==> config.mk <==
export PLATFORM = sky130hd
export DESIGN_NAME = morse_sequencer
export DESIGN_NICKNAME = d
export VERILOG_FILES = /design/src/rtl/morse_pkg.sv /design/src/rtl/morse_fifo.sv /design/src/rtl/morse_sequencer.sv
export SDC_FILE = /design/constraint.sdc
export NUM_CORES = 1
export LEC_CHECK = 0
export CAP_MARGIN = 20
export CORE_MARGIN = 4
export CORE_UTILIZATION = 45
export CTS_BUF_LIST = sky130_fd_sc_hd__clkbuf_4
export CTS_CLUSTER_DIAMETER = 60
export DETAILED_ROUTE_END_ITERATION = 12
export SLEW_MARGIN = 25
export SYNTH_ARGS = -nofsm -noshare
export SYNTH_HDL_FRONTEND = slang
export SYNTH_HIERARCHICAL = 1
export SYNTH_SLANG_ARGS = --single-unit
==> constraint.sdc <==
create_clock -name clk_i -period 3.7 [get_ports clk_i]
set_input_delay 1.11 -clock clk_i [delete_from_list [all_inputs] [get_ports clk_i]]
set_output_delay 1.11 -clock clk_i [all_outputs]
set_load 0.02 [all_outputs]
==> src/rtl/morse_pkg.sv <==
// Shared encodings and ASCII constants for the Morse message sequencer.
package morse_pkg;

    localparam logic [2:0] ST_IDLE      = 3'd0;
    localparam logic [2:0] ST_SEND      = 3'd1;
    localparam logic [2:0] ST_WAIT_DONE = 3'd2;
    localparam logic [2:0] ST_CHAR_GAP  = 3'd3;
    localparam logic [2:0] ST_WORD_GAP  = 3'd4;

    typedef enum logic [2:0] {
        IDLE      = ST_IDLE,
        SEND      = ST_SEND,
        WAIT_DONE = ST_WAIT_DONE,
        CHAR_GAP  = ST_CHAR_GAP,
        WORD_GAP  = ST_WORD_GAP
    } state_t;

    localparam logic [7:0] ASCII_SPACE   = 8'h20;
    localparam logic [7:0] ASCII_LOWER_A = 8'h61;
    localparam logic [7:0] ASCII_LOWER_Z = 8'h7A;
    localparam logic [7:0] CASE_OFFSET   = 8'h20;

    function automatic logic [7:0] fold_case(input logic [7:0] c);
        if (c >= ASCII_LOWER_A && c <= ASCII_LOWER_Z)
            return c - CASE_OFFSET;
        return c;
    endfunction

endpackage

==> src/rtl/morse_fifo.sv <==
// Single-clock show-ahead byte FIFO; rdata is always the current head.
module morse_fifo
    import morse_pkg::*;
#(
    parameter int FIFO_AW = 4
) (
    input  logic               clk,
    input  logic               rst,
    input  logic               push,
    input  logic               pop,
    input  logic [7:0]         wdata,
    output logic [7:0]         rdata,
    output logic [FIFO_AW:0]   count,
    output logic               full,
    output logic               empty
);

    localparam int DEPTH = 2 ** FIFO_AW;

    logic [7:0]         mem [DEPTH];
    logic [FIFO_AW-1:0] wr_ptr;
    logic [FIFO_AW-1:0] rd_ptr;
    logic               do_push;
    logic               do_pop;

    assign full    = (count == (FIFO_AW+1)'(DEPTH));
    assign empty   = (count == '0);
    assign do_push = push && !full;
    assign do_pop  = pop && !empty;
    assign rdata   = mem[rd_ptr];

    always_ff @(posedge clk) begin
        if (do_push)
            mem[wr_ptr] <= wdata;
    end

    always_ff @(posedge clk or posedge rst) begin
        if (rst) begin
            wr_ptr <= '0;
            rd_ptr <= '0;
            count  <= '0;
        end else begin
            if (do_push)
                wr_ptr <= wr_ptr + 1'b1;
            if (do_pop)
                rd_ptr <= rd_ptr + 1'b1;
            case ({do_push, do_pop})
                2'b10:   count <= count + 1'b1;
                2'b01:   count <= count - 1'b1;
                default: count <= count;
            endcase
        end
    end

endmodule

==> src/rtl/morse_sequencer.sv <==
// Queues ASCII bytes and paces them into morse_generator with Morse gap timing.
// Optional MORSE_SEQ_CASE_FOLD_EN folds lowercase to uppercase on the way out.
module morse_sequencer
    import morse_pkg::*;
#(
    parameter int MORSE_CYCLES   = 2,
    parameter int FIFO_AW        = 4,
    parameter int CHAR_GAP_UNITS = 3,
    parameter int WORD_GAP_UNITS = 7
) (
    input  logic               clk_i,
    input  logic               reset_i,
    input  logic [7:0]         data_i,
    input  logic               valid_i,
    output logic               ready_o,
    output logic [7:0]         gen_ascii_o,
    output logic               gen_en_o,
    input  logic               gen_done_i,
    output logic               busy_o,
    output logic [FIFO_AW:0]   fifo_count_o
);

    localparam int TW = $clog2(WORD_GAP_UNITS * MORSE_CYCLES) + 1;
    localparam logic [TW-1:0] CHAR_LOAD = TW'(CHAR_GAP_UNITS * MORSE_CYCLES - 1);
    // The char gap already elapsed before the space was popped, so only the remainder is added.
    localparam logic [TW-1:0] WORD_LOAD = TW'((WORD_GAP_UNITS - CHAR_GAP_UNITS) * MORSE_CYCLES - 1);

    state_t          state;
    logic [TW-1:0]   timer;
    logic [7:0]      head;
    logic [7:0]      head_out;
    logic            full;
    logic            empty;
    logic            push;
    logic            pop;

    assign ready_o = !full;
    assign push    = valid_i && ready_o;
    assign pop     = (state == IDLE) && !empty;
    assign busy_o  = (state != IDLE) || !empty;

`ifdef MORSE_SEQ_CASE_FOLD_EN
    assign head_out = fold_case(head);
`else
    assign head_out = head;
`endif

    morse_fifo #(.FIFO_AW(FIFO_AW)) u_fifo (
        .clk   (clk_i),
        .rst   (reset_i),
        .push  (push),
        .pop   (pop),
        .wdata (data_i),
        .rdata (head),
        .count (fifo_count_o),
        .full  (full),
        .empty (empty)
    );

    always_ff @(posedge clk_i or posedge reset_i) begin
        if (reset_i) begin
            state       <= IDLE;
            timer       <= '0;
            gen_ascii_o <= '0;
            gen_en_o    <= 1'b0;
        end else begin
            case (state)
                IDLE: begin
                    if (!empty) begin
                        if (head == ASCII_SPACE) begin
                            timer <= WORD_LOAD;
                            state <= WORD_GAP;
                        end else begin
                            gen_ascii_o <= head_out;
                            gen_en_o    <= 1'b1;
                            state       <= SEND;
                        end
                    end
                end
                SEND: begin
                    gen_en_o <= 1'b0;
                    state    <= WAIT_DONE;
                end
                WAIT_DONE: begin
                    if (gen_done_i) begin
                        timer <= CHAR_LOAD;
                        state <= CHAR_GAP;
                    end
                end
                CHAR_GAP, WORD_GAP: begin
                    if (timer == '0)
                        state <= IDLE;
                    else
                        timer <= timer - 1'b1;
                end
                default: state <= IDLE;
            endcase
        end
    end

endmodule

==> results.md, run 1 <==
* Largest net degree at the start of global routing at 27
* Die Footprint at 17100 µm²
* I/O pin count at 28
* Routed Wire Length at 13100 µm
* Number of I/O port buffers at 27
* Final layout net count at 490
* Critical path data required time at 2.59 ns
* # setup viols final at 0
* Placed insts at 631
* Status: finished, final reports clean
* Initial antenna violation count at 1
* Clock Power Share at 0.172
* Synth Register Bits at 158
* Cell at the root of the clock tree: sky130_fd_sc_hd__clkbuf_4
* DRC violation count after routing at 0
* Total power per unit cell area at 692 nW/µm²
* Slew @ Worst Pin at 0.723 ns
* First-pass GRT wire length at 20800 µm
* Total number of H-tree levels at 4
* Final Wtd Congestion at 0.816
* Synth cell types at 50
* Peak supply drop at 0.000376 V
* Max-slew violation count at 0
* Worst min-delay path class: flop to flop
* Post-CTS setup-driven buffer insertion count at 0
* Static leakage at 2.75 nW
* Psw at 1.87 mW
* Worst flop-to-flop path startpoint: state[2]
* Critical path startpoint: u_fifo/count[0]
* Final ANT Viol Nets at 0
* CP Cell Sequence: nor4_2 -> and2b_1 -> nand3_1 -> clkdlybuf4s50_1
* Crit path launch type: flop
* Row count at 44
* WS Path Type: flop to output pin
* CP max-delay cell: sky130_fd_sc_hd__clkdlybuf4s50_1
* Post-route insts no fill at 664
* Initial Utilization at 0.464
* Final core area utilization at 0.516
* Total number of clock tree sinks at 158
* Fraction of synthesized cell area taken by the top area cell type at 0.566
* Least setup slack across all paths after layout at 0.297 ns
* Total grt overflow at 0
* Logic gate share of total power at 0.364
* Part of the cycle the worst path needs at 0.920
* Part of the Yosys area used for sequential elements at 0.676
* Post-place setup slack at 0.220 ns
* Synth area leader: sky130_fd_sc_hd__edfxtp_1
* Post-route met1 wirelength at 6180 µm
* Area growth, synth to finish at 11.3%
* Fin Setup TNS at 0 ns
* Most common library cells after synthesis: sky130_fd_sc_hd__edfxtp_1, sky130_fd_sc_hd__dfrtp_1, sky130_fd_sc_hd__mux2i_1
* Global-route total usage across every layer at 0.168
* Number of vias in the routed layout at 3563
* Die X-Extent at 131 µm
* Count leader, synth: sky130_fd_sc_hd__edfxtp_1
* Final critical delay including setup and external delays at 3.40 ns
* Mapped Avg Cell Area at 16.2 µm²
* Number of CTS-inserted buffers at 17
* DP Wirelength at 9010 µm
* Count of max-cap constraint violations at 0
* Hold slack final at 0.523 ns
* Synthesized Nets at 444
* Max incr delay on CP at 0.55 ns
* Clock transition at path regs at 0.12 ns
* Upper clock frequency limit at 294 MHz
* P_int at 3.36 mW
* Critical Path AT at 2.29 ns
* Initial DRT Pass Iterations at 5
* # fillers at 1235
* Synthesized area at 6790 µm²
* Non-Filler Cell Area, Final at 7560 µm²
* Unrepaired setup endpoints after global routing: false
* Worst-case clock buffer depth at 2
* Hold Violations, Final at 0
* Placement-stage cell area at 7310 µm²
* Fraction of final layout cells sized beyond drive strength 1 at 0.198
* Met3 wirelength from detailed routing at 450 µm
* Min-Delay Startpoint: gen_ascii_o[1]
* Share of power burned in registers at 0.464
* Detail-routed net length per standard cell at 19.8 µm
* Post-synthesis async set-or-reset flop share at 0.190
* Post-layout total power at 5.23 mW
* Number of resized instances in the post-cts repair step at 0
* Die height at 131 µm
* TritonCTS clock tree: done
* Source-to-sink clock delay at the later pin of the worst-skew pair at 0.55 ns
* Most used DFF post-synth: sky130_fd_sc_hd__edfxtp_1
* Max Fanout on Critical Path at 5
* Sw Share at 0.357
* Count of flip-flops with a built-in enable after synthesis at 128
* Max Clock Skew at 0.0162 ns
* DR top layer: met4
* Largest cells by area after synthesis: sky130_fd_sc_hd__edfxtp_1, sky130_fd_sc_hd__dfrtp_1, sky130_fd_sc_hd__mux4_2
* Worst max-slew margin expressed relative to the limit at 0.517
* Synthesized instance count at 420
* Number of global-route vias before repair at 3680
* CTS Hold Bufs at 0
* Syn. warnings at 6
* Routed wire length on met2 at 6450 µm
* Vias per cell at 5.37
* Crit path capture type: output pin
* CORE AREA at 14600 µm²
* Starting DRT DRC Count at 214
state kept, by name (all words and copies together), names as in the netlist:
signal / count
state: 3
u_fifo/rd_ptr: 4
timer: 5
gen_ascii_o: 8
u_fifo/wr_ptr: 4
u_fifo/count: 5
gen_en_o: 1
u_fifo/mem: 128
area by class of cell:
| class | count | area, µm² | area share |
|---|---|---|---|
| clock inverter | 14 | 108 | 0.0142 |
| multi-input combinational | 223 | 1960 | 0.259 |
| timing repair buffer | 50 | 468 | 0.0619 |
| sequential | 158 | 4600 | 0.608 |
| tap | 184 | 230 | 0.0305 |
| clock buffer | 18 | 135 | 0.0179 |
| antenna | 1 | 2.50 | 0.000331 |
| inverter | 16 | 60.1 | 0.00795 |
path summary, 6_finish.rpt:
check / to / slack [ns] / cells after the start
worst max-delay path: busy_o / 0.30 / 4
worst min-delay path: gen_ascii_o[1] / 0.52 / 1
worst max register to register: u_fifo/count[4] / 0.49 / 11
worst min register to register: gen_ascii_o[1] / 0.52 / 1
max in group asynchronous: gen_ascii_o[4] / 2.33 / 2
min in group asynchronous: u_fifo/count[4] / 0.91 / 2
worst max-delay path, delay by kind of cell, from the launching register on:
family        cells  cell delay (ns)
buf+inv           1             0.55
simple gates      3             0.74
flops             1             0.47
cell families after synthesis:
family                     after synthesis  share of synthesized area
DFF                                    158                      0.676
and+or+nand+nor                         77                     0.0612
AOI/OAI and AO/OA                       64                     0.0685
muxes                                   60                      0.122
buffers and inverters                   39                     0.0354
adders and majority gates               12                     0.0232
xor gates and xnor gates                10                     0.0129
cell usage in the layout (no fill, tap or decap), types with 2 or more instances in the layout:
cell type,count
sky130_fd_sc_hd__and2b_1,2
sky130_fd_sc_hd__nand2_1,21
sky130_fd_sc_hd__o21ai_1,2
sky130_fd_sc_hd__nor2_1,19
sky130_fd_sc_hd__clkinvlp_4,3
sky130_fd_sc_hd__a221oi_2,7
sky130_fd_sc_hd__mux2_1,7
sky130_fd_sc_hd__inv_1,16
sky130_fd_sc_hd__and2_1,3
sky130_fd_sc_hd__o21ai_0,19
sky130_fd_sc_hd__buf_12,2
sky130_fd_sc_hd__clkbuf_4,18
sky130_fd_sc_hd__nand2b_1,4
sky130_fd_sc_hd__nor3_1,7
sky130_fd_sc_hd__o221ai_1,2
sky130_fd_sc_hd__mux2i_1,26
sky130_fd_sc_hd__a21o_1,2
sky130_fd_sc_hd__nand3_1,4
sky130_fd_sc_hd__mux4_2,16
sky130_fd_sc_hd__or3_1,4
sky130_fd_sc_hd__clkdlybuf4s50_1,27
sky130_fd_sc_hd__inv_6,6
sky130_fd_sc_hd__edfxtp_1,128
sky130_fd_sc_hd__mux2_2,9
sky130_fd_sc_hd__buf_4,21
sky130_fd_sc_hd__mux2_4,2
sky130_fd_sc_hd__o31ai_1,4
sky130_fd_sc_hd__nor2b_1,4
sky130_fd_sc_hd__clkinv_1,2
sky130_fd_sc_hd__dfrtp_1,29
sky130_fd_sc_hd__ha_1,11
sky130_fd_sc_hd__xnor2_1,7
sky130_fd_sc_hd__a21oi_1,11
sky130_fd_sc_hd__a22oi_1,11
sky130_fd_sc_hd__xor2_1,3
power by group through the flow:
| stage | Sequential, mW | Clock (mW) | Combinational (mW) |
|---|---|---|---|
| after detailed placement | 2.47 | 0 | 1.93 |
| after global routing | 2.47 | 1.01 | 2.09 |
| after global placement | 2.46 | 0 | 1.91 |
| after floorplan | 2.46 | 0 | 1.35 |
| after CTS | 2.43 | 0.940 | 1.93 |
| final | 2.43 | 0.900 | 1.90 |
metal layers:
| layer | vias to the layer above | GRT usage |
|---|---|---|
| met3 | 2 | 0.0407 |
| met2 | 57 | 0.263 |
| met1 | 1803 | 0.233 |
| met4 | 0 | 0.0526 |
| li1 | 1701 | - |
| met5 | - | 0 |
Power figures use the tool's default switching activity.
==> inputs of run 2 (changes only) <==
Clock period 3.7 ns to 4.26 ns, I/O delays scaled along.
==> run 2 against run 1 <==
Against the previous run: non-clock buffer count decreased by 5; global-route usage decreased by 0.24 points; register-to-register slack improved by 0.42 ns; combinational power decreased by 14%; flip-flop and latch count unchanged; cell area decreased by 0.41%; clock skew decreased by 0.0013 ns; first-iteration DRC count increased by 42%; largest cell class unchanged; largest power group unchanged; highest routed layer unchanged.
==> results.md, run 2 (synthesized netlist as in run 1, its figures left out) <==
* Source-to-sink clock delay at the later pin of the worst-skew pair at 0.54 ns
* Hold slack final at 0.525 ns
* Met3 track demand over resource in global routing at 0.0427
* Post-place setup slack at 0.566 ns
* Leading cell type in the layout, fill and taps excluded: sky130_fd_sc_hd__edfxtp_1
* WS Path Type: flop to output pin
* Area growth, synth to finish at 10.8%
* # setup viols final at 0
* Global-route track usage on met2 at 0.254
* CTS Hold Bufs at 0
* Final layout net count at 485
* Max FFs per register at 128
* Critical Path AT at 2.26 ns
* Number of global-route vias before repair at 3670
* Number of CTS-inserted buffers at 17
* Hold Violations, Final at 0
* Non-Filler Cell Area, Final at 7520 µm²
* Die height at 131 µm
* Clock transition at path regs at 0.14 ns
* CORE AREA at 14600 µm²
* Die X-Extent at 131 µm
* TritonCTS clock tree: done
* Crit path capture type: output pin
* CP max-delay cell: sky130_fd_sc_hd__clkdlybuf4s50_1
* Row count at 44
* Total number of H-tree levels at 4
* Status: finished, final reports clean
* Die Footprint at 17100 µm²
* Unrepaired setup endpoints after global routing: false
* # fillers at 1218
* Upper clock frequency limit at 283 MHz
* Max incr delay on CP at 0.54 ns
* Initial antenna violation count at 1
* Max Fanout on Critical Path at 5
* Final critical delay including setup and external delays at 3.54 ns
* Count of max-cap constraint violations at 0
* Fin Setup TNS at 0 ns
* Fraction of final layout cells sized beyond drive strength 1 at 0.192
* CP Cell Sequence: nor4_2 -> and2b_1 -> nand3_1 -> clkdlybuf4s50_1
* Max-slew violation count at 0
* DRC violation count after routing at 0
* Routed Wire Length at 12900 µm
* Post-CTS setup-driven buffer insertion count at 0
* Most utilized layer in the global route result: met2
* Worst Hold Path Cells at 1
* Seq. cell area at 4600 µm²
* Starting DRT DRC Count at 304
* Most frequent cells in the layout: sky130_fd_sc_hd__edfxtp_1, sky130_fd_sc_hd__dfrtp_1, sky130_fd_sc_hd__clkdlybuf4s50_1
* Number of vias in the routed layout at 3591
* Final core area utilization at 0.514
* First-pass GRT wire length at 20600 µm
* Final ANT Viol Nets at 0
* Vias per cell at 5.45
* Detail-routed net length per standard cell at 19.6 µm
* Number of I/O port buffers at 27
* Worst min-delay path class: flop to flop
* Area used by multi-input combinational logic at 1960 µm²
* Number of resized instances in the post-cts repair step at 0
* Worst reg-to-reg path cell count at 8
* Critical path data required time at 2.98 ns
* Part of the cycle the worst path needs at 0.830
* Worst-case clock buffer depth at 2
* Total number of clock tree sinks at 158
* Cell at the root of the clock tree: sky130_fd_sc_hd__clkbuf_4
* DP Wirelength at 8700 µm
* Met1 demand-to-capacity share in global routing at 0.234
* Largest net degree at the start of global routing at 30
* Slew @ Worst Pin at 0.899 ns
* Placement-stage cell area at 7260 µm²
* Global-route total usage across every layer at 0.165
* Crit path launch type: flop
* Total grt overflow at 0
* Final Wtd Congestion at 0.764
* Total power per unit cell area at 610 nW/µm²
* Largest registers: u_fifo/mem: 128 flops, gen_ascii_o: 8 flops
* Initial Utilization at 0.464
* Largest register by flop count: u_fifo/mem
* I/O pin count at 28
* Static leakage at 2.73 nW
* Worst max-slew margin expressed relative to the limit at 0.399
* Least setup slack across all paths after layout at 0.724 ns
* Peak supply drop at 0.000322 V
* Max Clock Skew at 0.0150 ns
* Initial DRT Pass Iterations at 5
## run 2: metal layers
layer | wire length (µm) | vias to the layer above | part of all wire
met5 | 0 | - | 0
met4 | 136 | 0 | 0.011
met3 | 599 | 13 | 0.046
met2 | 6170 | 73 | 0.48
met1 | 5980 | 1811 | 0.46
li1 | - | 1694 | -
## run 2: path summary, 6_finish.rpt
check	startpoint	to	slack (ns)
setup / recovery	u_fifo/count[0]	busy_o	0.72
hold / removal	gen_ascii_o[3]	gen_ascii_o[3]	0.52
setup reg to reg	u_fifo/rd_ptr[0]	timer[1]	0.91
hold reg to reg	gen_ascii_o[3]	gen_ascii_o[3]	0.52
max in group asynchronous	reset_i	gen_ascii_o[7]	2.72
min in group asynchronous	reset_i	u_fifo/count[1]	1.07
## run 2: through the flow
stage / std cells / power (mW)
2_1_floorplan: 420 / 3.31
3_3_place_gp: 626 / 3.77
3_5_place_dp: 626 / 3.80
4_1_cts: 658 / 4.64
5_1_grt: 659 / 4.88
6_report: 659 / 4.59
## run 2: critical path, delay by kind of cell (launching register included)
kind	cells	cell delay (ns)
buf+inv	1	0.54
simple gates	3	0.70
flops	1	0.47
## run 2: area by class of cell
type                            count  share of cell area
Antenna cell                        1            0.000333
Clock buffer                       17              0.0170
Clock inverter                     15              0.0178
Inverter                           16             0.00798
Multi-Input combinational cell    223               0.260
Sequential cell                   158               0.611
Tap cell                          184              0.0306
Timing Repair Buffer               45              0.0555
## run 2: power by group
group          internal (mW)  switching [mW]  leakage (nW)
sequential              1.92           0.198          1.51
combinational          0.733           0.893          1.07
clock                  0.298           0.543         0.142
==> inputs of run 3 (changes only) <==
Clock period 4.26 ns to 3.3 ns, I/O delays scaled along.
==> run 3 against run 2 <==
Against the previous run: routed wire length grew 1.8%; sequential power grew 28%; cell count grew 1.8%; via count grew 1.3%; first-iteration DRC count shrank 29%; largest power group unchanged.
==> results.md, run 3 (synthesized netlist as in run 1, its figures left out) <==
* Sw Share at 0.347
* I/O pin count at 28
* Final layout net count at 498
* Max FFs per register at 128
* WS Path Type: flop to output pin
* Total number of H-tree levels at 4
* Final core area utilization at 0.522
* Total number of clock tree sinks at 158
* Die X-Extent at 131 µm
* Final critical delay including setup and external delays at 3.11 ns
* Final Wtd Congestion at 0.744
* Logic gate share of total power at 0.363
* Count of max-cap constraint violations at 0
* Row count at 44
* Max Clock Skew at 0.0229 ns
* DRC violation count after routing at 0
* End of the worst register-to-register path: timer[1]
* First-pass GRT wire length at 20800 µm
* Fin Setup TNS at 0 ns
* Upper clock frequency limit at 322 MHz
* Largest delay share family, worst path: buffers and inverters
* TritonCTS clock tree: done
* Number of I/O port buffers at 27
* Status: finished, final reports clean
* Initial Utilization at 0.464
* Number of CTS-inserted buffers at 17
* Crit path launch type: flop
* Destination of the worst hold path: gen_ascii_o[5]
* Most frequent cells in the layout: sky130_fd_sc_hd__edfxtp_1, sky130_fd_sc_hd__dfrtp_1, sky130_fd_sc_hd__buf_4
* Worst Hold Path Cells at 1
* Peak supply drop at 0.000371 V
* Number of global-route vias before repair at 3686
* Worst max-slew margin expressed relative to the limit at 0.506
* CORE AREA at 14600 µm²
* Largest register by flop count: u_fifo/mem
* Largest registers: u_fifo/mem: 128 flops, gen_ascii_o: 8 flops
* Post-CTS setup-driven buffer insertion count at 0
* # setup viols final at 0
* Critical path buffers and inverters at 3
* Worst reg-to-reg path cell count at 8
* Area growth, synth to finish at 12.6%
* Global-route total usage across every layer at 0.166
* CP Cell Sequence: nor4_2 -> nand2_1 -> inv_1 -> inv_1 -> clkdlybuf4s50_1
* Final ANT Viol Nets at 0
* Worst min-delay path class: flop to flop
* DP Wirelength at 9110 µm
* Critical path data required time at 2.31 ns
* Largest net degree at the start of global routing at 19
* Min-Delay Startpoint: gen_ascii_o[5]
* Max incr delay on CP at 0.52 ns
* Number of resized instances in the post-cts repair step at 2
* Worst flop-to-flop path startpoint: u_fifo/rd_ptr[0]
* Clock transition at path regs at 0.14 ns
* Slew @ Worst Pin at 0.741 ns
* Routed Wire Length at 13100 µm
* Reg-to-reg setup timing slack at 0.26 ns
* Initial antenna violation count at 1
* P_int at 3.96 mW
* CTS Hold Bufs at 0
* # fillers at 1229
* Starting DRT DRC Count at 217
* Dominant cell type by count on the critical path: sky130_fd_sc_hd__inv_1
* Source-to-sink clock delay at the later pin of the worst-skew pair at 0.54 ns
* Number of vias in the routed layout at 3638
* Psw at 2.10 mW
* Initial DRT Pass Iterations at 4
* Total power per unit cell area at 792 nW/µm²
* Max Fanout on Critical Path at 5
* CP max-delay cell: sky130_fd_sc_hd__clkdlybuf4s50_1
* Fraction of final layout cells sized beyond drive strength 1 at 0.214
* Die Footprint at 17100 µm²
* Clock Power Share at 0.188
* Critical Path AT at 2.12 ns
* Detail-routed net length per standard cell at 19.5 µm
* Part of the cycle the worst path needs at 0.942
* Max-slew violation count at 0
* Die height at 131 µm
* Vias per cell at 5.42
* Crit path capture type: output pin
* Worst-case clock buffer depth at 2
* Total grt overflow at 0
* Unrepaired setup endpoints after global routing: false
* Leading cell type in the layout, fill and taps excluded: sky130_fd_sc_hd__edfxtp_1
* Hold Violations, Final at 0
* Static leakage at 2.80 nW
* Share of power burned in registers at 0.449
* Cell at the root of the clock tree: sky130_fd_sc_hd__clkbuf_4
-- run 3: cell count changes in the layout (fill, tap and decap cells not counted), sizes merged --
| cell | change |
|---|---|
| clkdlybuf4s50 | -1 |
| buf | +13 |
| dlygate4sd2 | +1 |
| clkbuf | +1 |
| bufinv | +1 |
| inv | -3 |
-- run 3: stage by stage --
stage	cell area, µm²	cells	hold slack, ns	setup WS, ns	power [mW]
after detailed placement	7370	639	0.500	-0.0735	4.98
after global placement	7370	639	0.497	0.00690	4.94
after global routing	7650	671	0.548	0.00682	6.44
after floorplan	6790	420	0.499	0.331	4.27
final	7650	671	0.523	0.190	6.06
after CTS	7640	670	0.526	0.133	6.12
-- run 3: worst max-delay path by stage --
| stage | startpoint | depth (start not counted) | slack, ns | to |
|---|---|---|---|---|
| global placement | valid_i | 11 | 0.007 | u_fifo/count[4] |
| finish | u_fifo/count[0] | 5 | 0.19 | ready_o |
| detailed placement | valid_i | 11 | -0.07 | u_fifo/count[4] |
| floorplan | valid_i | 12 | 0.33 | u_fifo/count[4] |
| global route | u_fifo/count[0] | 5 | 0.007 | ready_o |
| CTS | u_fifo/count[0] | 5 | 0.13 | ready_o |
-- run 3: layer usage --
layer | track usage | part of all wire | vias up
li1 | - | - | 1719
met1 | 0.233 | 0.47 | 1844
met2 | 0.255 | 0.48 | 67
met3 | 0.0496 | 0.043 | 8
met4 | 0.0466 | 0.0091 | 0
met5 | 0 | 0 | -
-- run 3: layout make-up --
class                   instances  area [µm²]  area share
flip-flops and latches        158        4600       0.601
multi-input cells             223        1960       0.256
repair buffers                 58         527      0.0689
well taps                     184         230      0.0301
clock inverters                13         138      0.0180
clock buffers                  18         135      0.0177
inverters                      16        60.1     0.00785
diodes                          1        2.50    0.000327
-- run 3: power groups by stage --
| stage | Combinational [mW] | Sequential, mW | Clock, mW |
|---|---|---|---|
| 6_report | 2.20 | 2.72 | 1.14 |
| 5_1_grt | 2.41 | 2.77 | 1.27 |
| 4_1_cts | 2.22 | 2.73 | 1.17 |
| 3_5_place_dp | 2.21 | 2.77 | 0 |
| 3_3_place_gp | 2.18 | 2.76 | 0 |
| 2_1_floorplan | 1.51 | 2.76 | 0 |
